## config.mk

```make
export PLATFORM = sky130hd
export DESIGN_NAME = difftest_commit_sched
export DESIGN_NICKNAME = d
export VERILOG_FILES = /design/src/rtl/difftest_commit_sched.sv
export SDC_FILE = /design/constraint.sdc
export NUM_CORES = 1
export LEC_CHECK = 0
export BUFFER_PORTS_ARGS = -buffer_cell sky130_fd_sc_hd__buf_2
export CAP_MARGIN = 25
export CORE_MARGIN = 4
export CORE_UTILIZATION = 58
export CTS_CLUSTER_DIAMETER = 150
export DETAILED_ROUTE_END_ITERATION = 10
export GPL_TIMING_DRIVEN = 0
export PLACE_DENSITY = 0.78
export SLEW_MARGIN = 20
export SYNTH_ARGS = -nofsm -noshare
export SYNTH_HDL_FRONTEND = slang
export SYNTH_SLANG_ARGS = --single-unit
```

## constraint.sdc

```tcl
create_clock -name clock_i -period 33.2 [get_ports clock_i]
set_clock_uncertainty 0.2 [all_clocks]
set_input_delay 6.64 -clock clock_i [delete_from_list [all_inputs] [get_ports clock_i]]
set_output_delay 6.64 -clock clock_i [all_outputs]
set_load 0.1 [all_outputs]
```

## src/rtl/difftest_commit_sched.sv

```systemverilog
// Commit scheduler: buffers core commit records in a FIFO and hands them to the difftest checker.
// Optional watchdog (idle counter + sticky hang) is built when DIFFTEST_WATCHDOG_EN is defined.
module difftest_commit_sched #(
    parameter int XLEN    = 64,
    parameter int DEPTH   = 4,
    parameter int TIMEOUT = 4096
) (
    input  logic            clock_i,
    input  logic            reset_i,
    input  logic            cmt_valid_i,
    output logic            cmt_ready_o,
    input  logic [XLEN-1:0] cmt_pc_i,
    input  logic [31:0]     cmt_inst_i,
    input  logic            cmt_wen_i,
    input  logic [4:0]      cmt_waddr_i,
    input  logic [XLEN-1:0] cmt_wdata_i,
    input  logic            cmt_skip_i,
    input  logic            cmt_halt_i,
    output logic            chk_valid_o,
    input  logic            chk_ready_i,
    output logic [XLEN-1:0] chk_pc_o,
    output logic [31:0]     chk_inst_o,
    output logic            chk_wen_o,
    output logic [4:0]      chk_waddr_o,
    output logic [XLEN-1:0] chk_wdata_o,
    output logic            chk_skip_o,
    output logic            chk_halt_o,
    output logic [63:0]     commit_cnt_o,
    output logic            done_o,
    output logic            hang_o
);
    localparam int AW = $clog2(DEPTH);

    typedef struct packed {
        logic [XLEN-1:0] pc;
        logic [31:0]     inst;
        logic            wen;
        logic [4:0]      waddr;
        logic [XLEN-1:0] wdata;
        logic            skip;
        logic            halt;
    } rec_t;

    typedef enum logic [1:0] {RUN, DRAIN, DONE} state_t;

    state_t      state_q, state_d;
    rec_t        mem_q [DEPTH];
    rec_t        wr_rec, head;
    logic [AW:0] wptr_q, rptr_q, occ;
    logic [63:0] cnt_q;
    logic        full, empty, push, pop;

    assign occ   = wptr_q - rptr_q;
    assign full  = (wptr_q[AW] != rptr_q[AW]) && (wptr_q[AW-1:0] == rptr_q[AW-1:0]);
    assign empty = (wptr_q == rptr_q);

    assign cmt_ready_o = !full && (state_q == RUN);
    assign chk_valid_o = !empty;
    assign push        = cmt_valid_i && cmt_ready_o;
    assign pop         = chk_valid_o && chk_ready_i;

    // x0 writes are dropped here so the checker never sees a write to the zero register
    always_comb begin
        wr_rec       = '0;
        wr_rec.pc    = cmt_pc_i;
        wr_rec.inst  = cmt_inst_i;
        wr_rec.wen   = cmt_wen_i && (cmt_waddr_i != 5'd0);
        wr_rec.waddr = cmt_waddr_i;
        wr_rec.wdata = cmt_wdata_i;
        wr_rec.skip  = cmt_skip_i;
        wr_rec.halt  = cmt_halt_i;
    end

    always_ff @(posedge clock_i or posedge reset_i) begin
        if (reset_i) begin
            for (int i = 0; i < DEPTH; i++) mem_q[i] <= '0;
            wptr_q  <= '0;
            rptr_q  <= '0;
            cnt_q   <= '0;
            state_q <= RUN;
        end else begin
            if (push) begin
                mem_q[wptr_q[AW-1:0]] <= wr_rec;
                wptr_q <= wptr_q + 1'b1;
                cnt_q  <= cnt_q + 64'd1;
            end
            if (pop) rptr_q <= rptr_q + 1'b1;
            state_q <= state_d;
        end
    end

    // No pushes happen in DRAIN, so popping the only entry empties the FIFO
    always_comb begin
        state_d = state_q;
        case (state_q)
            RUN:     if (push && cmt_halt_i) state_d = DRAIN;
            DRAIN:   if (pop && occ == (AW+1)'(1)) state_d = DONE;
            DONE:    state_d = DONE;
            default: state_d = RUN;
        endcase
    end

    assign head         = mem_q[rptr_q[AW-1:0]];
    assign chk_pc_o     = head.pc;
    assign chk_inst_o   = head.inst;
    assign chk_wen_o    = head.wen;
    assign chk_waddr_o  = head.waddr;
    assign chk_wdata_o  = head.wdata;
    assign chk_skip_o   = head.skip;
    assign chk_halt_o   = head.halt;
    assign commit_cnt_o = cnt_q;
    assign done_o       = (state_q == DONE);

`ifdef DIFFTEST_WATCHDOG_EN
    localparam int IW = (TIMEOUT > 2) ? $clog2(TIMEOUT) : 1;
    localparam logic [IW-1:0] LIM = IW'(TIMEOUT - 1);

    logic [IW-1:0] idle_q, idle_d;
    logic          hang_q;

    always_comb begin
        idle_d = idle_q;
        if (push)                                idle_d = '0;
        else if (state_q == RUN && idle_q != LIM) idle_d = idle_q + 1'b1;
    end

    always_ff @(posedge clock_i or posedge reset_i) begin
        if (reset_i) begin
            idle_q <= '0;
            hang_q <= 1'b0;
        end else begin
            idle_q <= idle_d;
            hang_q <= hang_q | (idle_d == LIM);
        end
    end

    assign hang_o = hang_q;
`else
    assign hang_o = 1'b0;
`endif

endmodule
```

Word-level counts from Yosys, hierarchy flattened
Cells that the tools add are included.
Widths: inputs -> output; s select.
{ "word_totals": {"wordCells": 71, "reg_bits": 744} }
{ "classes": {"addsub": 4, "n_eq_ne": 8, "bitwise": 2, "n_mux": 9, "order_cmp": 3, "reduce_logical": 13} }
{ "op_table": {"columns": ["op", "n"], "rows": [
  ["$bwmux 672", 1],
  ["$mux 168", 3],
  ["$bmux 168 s2", 1],
  ["$demux 168 s2", 1],
  ["$add 64x1->64 const B", 1],
  ["$logic_and 1x1->1", 8],
  ["$add 3x1->3 const B", 2],
  ["$ge 3x3->1 const B", 2],
  ["$not 2->3", 2],
  ["$pmux 2 s3", 1],
  ["$reduce_bool 5->1", 1],
  ["$mux 2", 2],
  ["$eq 3x1->1 const B", 1],
  ["$eq 3x3->1", 1],
  ["$lt 3x1->1 const B", 1],
  ["$sub 3x3->3", 1],
  ["$eq 2x1->1 const B", 1],
  ["$eq 2x2->1", 1],
  ["$eq 2x2->1 const B", 1],
  ["$logic_not 1->1", 2],
  ["$logic_not 2->1", 1],
  ["$ne 2x1->1 const B", 1],
  ["$ne 2x2->1 const B", 1],
  ["$reduce_and 2->1", 1],
  ["$ne 1x1->1", 1]
]} }

Longest topological paths before layout
{ "depth": {"depth_word": 8, "depth_mapped": 13, "mapped_depth_nobuf": 7} }

Worst setup path after synthesis
Ideal clock, no wire load.
{ "synth_timing": {"kind": "flip-flop to output port", "startpoint": "register rptr_q[1]", "endpoint": "output cmt_ready_o", "path_buffers": 3, "setup_slack_ns": 23.865, "t_arrival_ns": 2.495, "path_stages_with_launch": 8, "cell_sequence": "dfrtp_1 > clkbuf_1 > clkbuf_1 > clkbuf_1 > inv_1 > ha_1 > nand2_1 > o21a_1"} }
{ "synth_between": {"elab_chain_len": 4} }
{ "synth_rtl": {"columns": ["element", "line", "rtl"], "rows": [
  ["start, declared", "49", "logic [AW:0] wptr_q, rptr_q, occ;"],
  ["start signal, assigned", "87", "if (pop) rptr_q <= rptr_q + 1'b1;"],
  ["$eq 2x2->1", "54", "assign full = (wptr_q[AW] != rptr_q[AW]) && (wptr_q[AW-1:0] == rptr_q[AW-1:0]);"],
  ["$logic_and 1x1->1", "54", null],
  ["$logic_not 1->1", "57", "assign cmt_ready_o = !full && (state_q == RUN);"],
  ["$logic_and 1x1->1", "57", null],
  ["end, declared", "11", "output logic cmt_ready_o,"]
]} }
No other way between the ends.

Final worst setup path
Ends and elaborated chain as after synthesis.

==> qor.json <==
{
  "status": "finished clean",
  "design.core.area_um2": 55300,
  "drt-initial-drc-count": 840,
  "die_y_um": 245,
  "grt_remaining_overflow": 0,
  "total_clock_buffers_created_by_cts": 78,
  "route.antenna.remaining_nets": 0,
  "synthesis.yosys.warnings": 0,
  "post_cts.repair.setup_buffers": 0,
  "finalSetupTns_ns": 0,
  "whs_ns": 0.282,
  "timing.slew.headroom": 0.346,
  "clk-insertion-delay-late_ns": 0.60,
  "reg_to_reg_start": "rptr_q[1]",
  "synth.top_cell.area_share": 0.571,
  "min_from": "mem_q[407]",
  "dp_hpwl_um": 52600,
  "ys_seq_elements": 744,
  "timing.final.max_slew_violations": 0,
  "crit_arrival_ns": 4.12,
  "postSynthNetCount": 2143,
  "layout-area-overhead-vs-synth_pct": 17.7,
  "routed_wirelength_um": 76100,
  "min_to": "mem_q[407]",
  "ys_seq_area_frac": 0.571,
  "final_cell_count_no_fill": 3273,
  "ioPinCount": 408,
  "finalNetCount": 2635,
  "avgRoutedWirePerCell_um": 23.2,
  "yosysMostFrequentCell": "dfrtp_1",
  "numClockSinks": 744,
  "final_setup_viols": 0,
  "grt_setup_unrepaired": "false",
  "netlist_top_cells_area": "dfrtp_1 57%, mux2_2 23%, mux4_2 12%",
  "drive_above_1_share": 0.601,
  "worst_r2r_endpoint": "mem_q[103]",
  "crit_path_end_kind": "primary output",
  "clkSlewWorstSetupHoldPaths_ns": 0.06,
  "critPathMaxFanout": 10,
  "crit_type": "reg -> out",
  "async_reset_ff_frac": 1.00,
  "drt_pre_antenna_iters": 5,
  "fp-row-count": 86,
  "grt_first_pass_wirelength_um": 121000,
  "start_util": 0.589,
  "hp-class": "reg -> reg",
  "die_area_um2": 60000,
  "synth.distinct_cells": 46,
  "port_buffers": 406,
  "netlist_area_um2": 32600,
  "final.period_utilization": 0.330,
  "ctsResizeCount": 0,
  "clock_tree_from_tritoncts": "built",
  "postLayoutSetupSlackWorst_ns": 22.24,
  "synth_common_cells": "744 x dfrtp_1, 668 x mux2_2, 168 x mux4_2, 52 x buf_2, 42 x buf_4",
  "drc": 0,
  "chipWidth_um": 245,
  "drv_cap": 0,
  "start_kind": "flip-flop",
  "grt_use_total": 0.258,
  "h-tree-depth": 3,
  "fmax_mhz": 91.3,
  "routed-via-count": 19000,
  "edff_count_synth": 0,
  "fill_cells": 3790,
  "dp.cells": 3119,
  "post-place-ws_ns": 22.89,
  "synth_area_leader_cell": "dfrtp_1",
  "cts-root-to-sink-buffers": 3,
  "hold-path-cell-count": 2,
  "timing.reg2reg.setup_slack_ns": 28.24,
  "reg2reg_depth": 12,
  "grt_max_degree": 118,
  "postSynthAreaPerCell_um2": 16.6,
  "place_congestion": 0.796,
  "slew_at_the_pin_closest_to_its_max_slew_limit_ns": 0.981,
  "number_of_global_route_vias_before_repair": 20900,
  "required_ns": 26.36,
  "netlist_instances": 1959,
  "finalHoldViolCount": 0,
  "final.min_clock_period_ns": 10.96,
  "root_buffer": "clkbuf_16",
  "ratio_of_routed_vias_to_standard_cells": 5.80,
  "ys.flop_type": "dfrtp_1",
  "antenna_violations_before_repair": 28,
  "ctsHoldBuffers": 0
}
## layer usage
layer	track usage	share of wire
met5	0	0.0019
met4	0.0624	0.019
met3	0.0747	0.069
met2	0.430	0.51
met1	0.341	0.41
## layout by cell type (no fill, tap or decap), types with 21 or more instances in the layout
cell	instances
buf_2	458
mux4_2	168
buf_4	42
xnor2_1	29
dfrtp_1	744
nand2_1	30
xor2_1	39
mux2_2	668
clkbuf_8	21
clkbuf_16	80
## through the flow
step | cell area [um2] | utilization
floorplan | 32600 | -
global placement | 35600 | 0.643
detailed placement | 35700 | 0.646
CTS | 38300 | 0.693
global route | 38300 | 0.693
finish | 38300 | 0.693
## cell type report
class	count	area (um2)	area share
diodes	17	42.5	0.00111
plain buffers	120	718	0.0187
clock buffers	111	2330	0.0607
clock inverters	26	253	0.00659
inverters	14	60.1	0.00157
multi-input cells	1081	13200	0.344
flip-flops and latches	744	18600	0.485
well taps	748	936	0.0244
repair buffers	412	2200	0.0573
## kinds of logic after synthesis
family	Yosys count	share of synthesized area
xor gates and xnor gates	69	0.0188
adders and majority gates	12	0.00484
AOI/OAI and AO/OA	14	0.00273
muxes	839	0.348
DFF	744	0.571
other	1	0.000115
and+or+nand+nor	146	0.0305
buffers and inverters	134	0.0237
## critical path: stages (launching register included)
cell and delay (ns):
dfrtp_1 0.39, clkbuf_1 0.60, clkbuf_1 0.63, clkbuf_1 0.66
inv_1 0.12, ha_1 0.33, nand2_1 0.14, o21a_1 0.19
buf_2 0.45
## state kept, by name (all words and copies together), names as in the netlist
| signal | count |
|---|---|
| commit_cnt_o | 64 |
| wptr_q | 3 |
| mem_q | 672 |
| rptr_q | 3 |
| state_q | 2 |
## worst max-delay path by stage
stage,start,endpoint,depth (start not counted)
floorplan,reset_i,commit_cnt_o[0],1
global placement,reset_i,mem_q[81],2
detailed placement,rptr_q[1],cmt_ready_o,8
CTS,rptr_q[1],cmt_ready_o,8
global route,rptr_q[1],cmt_ready_o,8
finish,rptr_q[1],cmt_ready_o,8
Power is not shown: default switching activity piles up to over one toggle a cycle in this logic, so the estimate is an artifact.
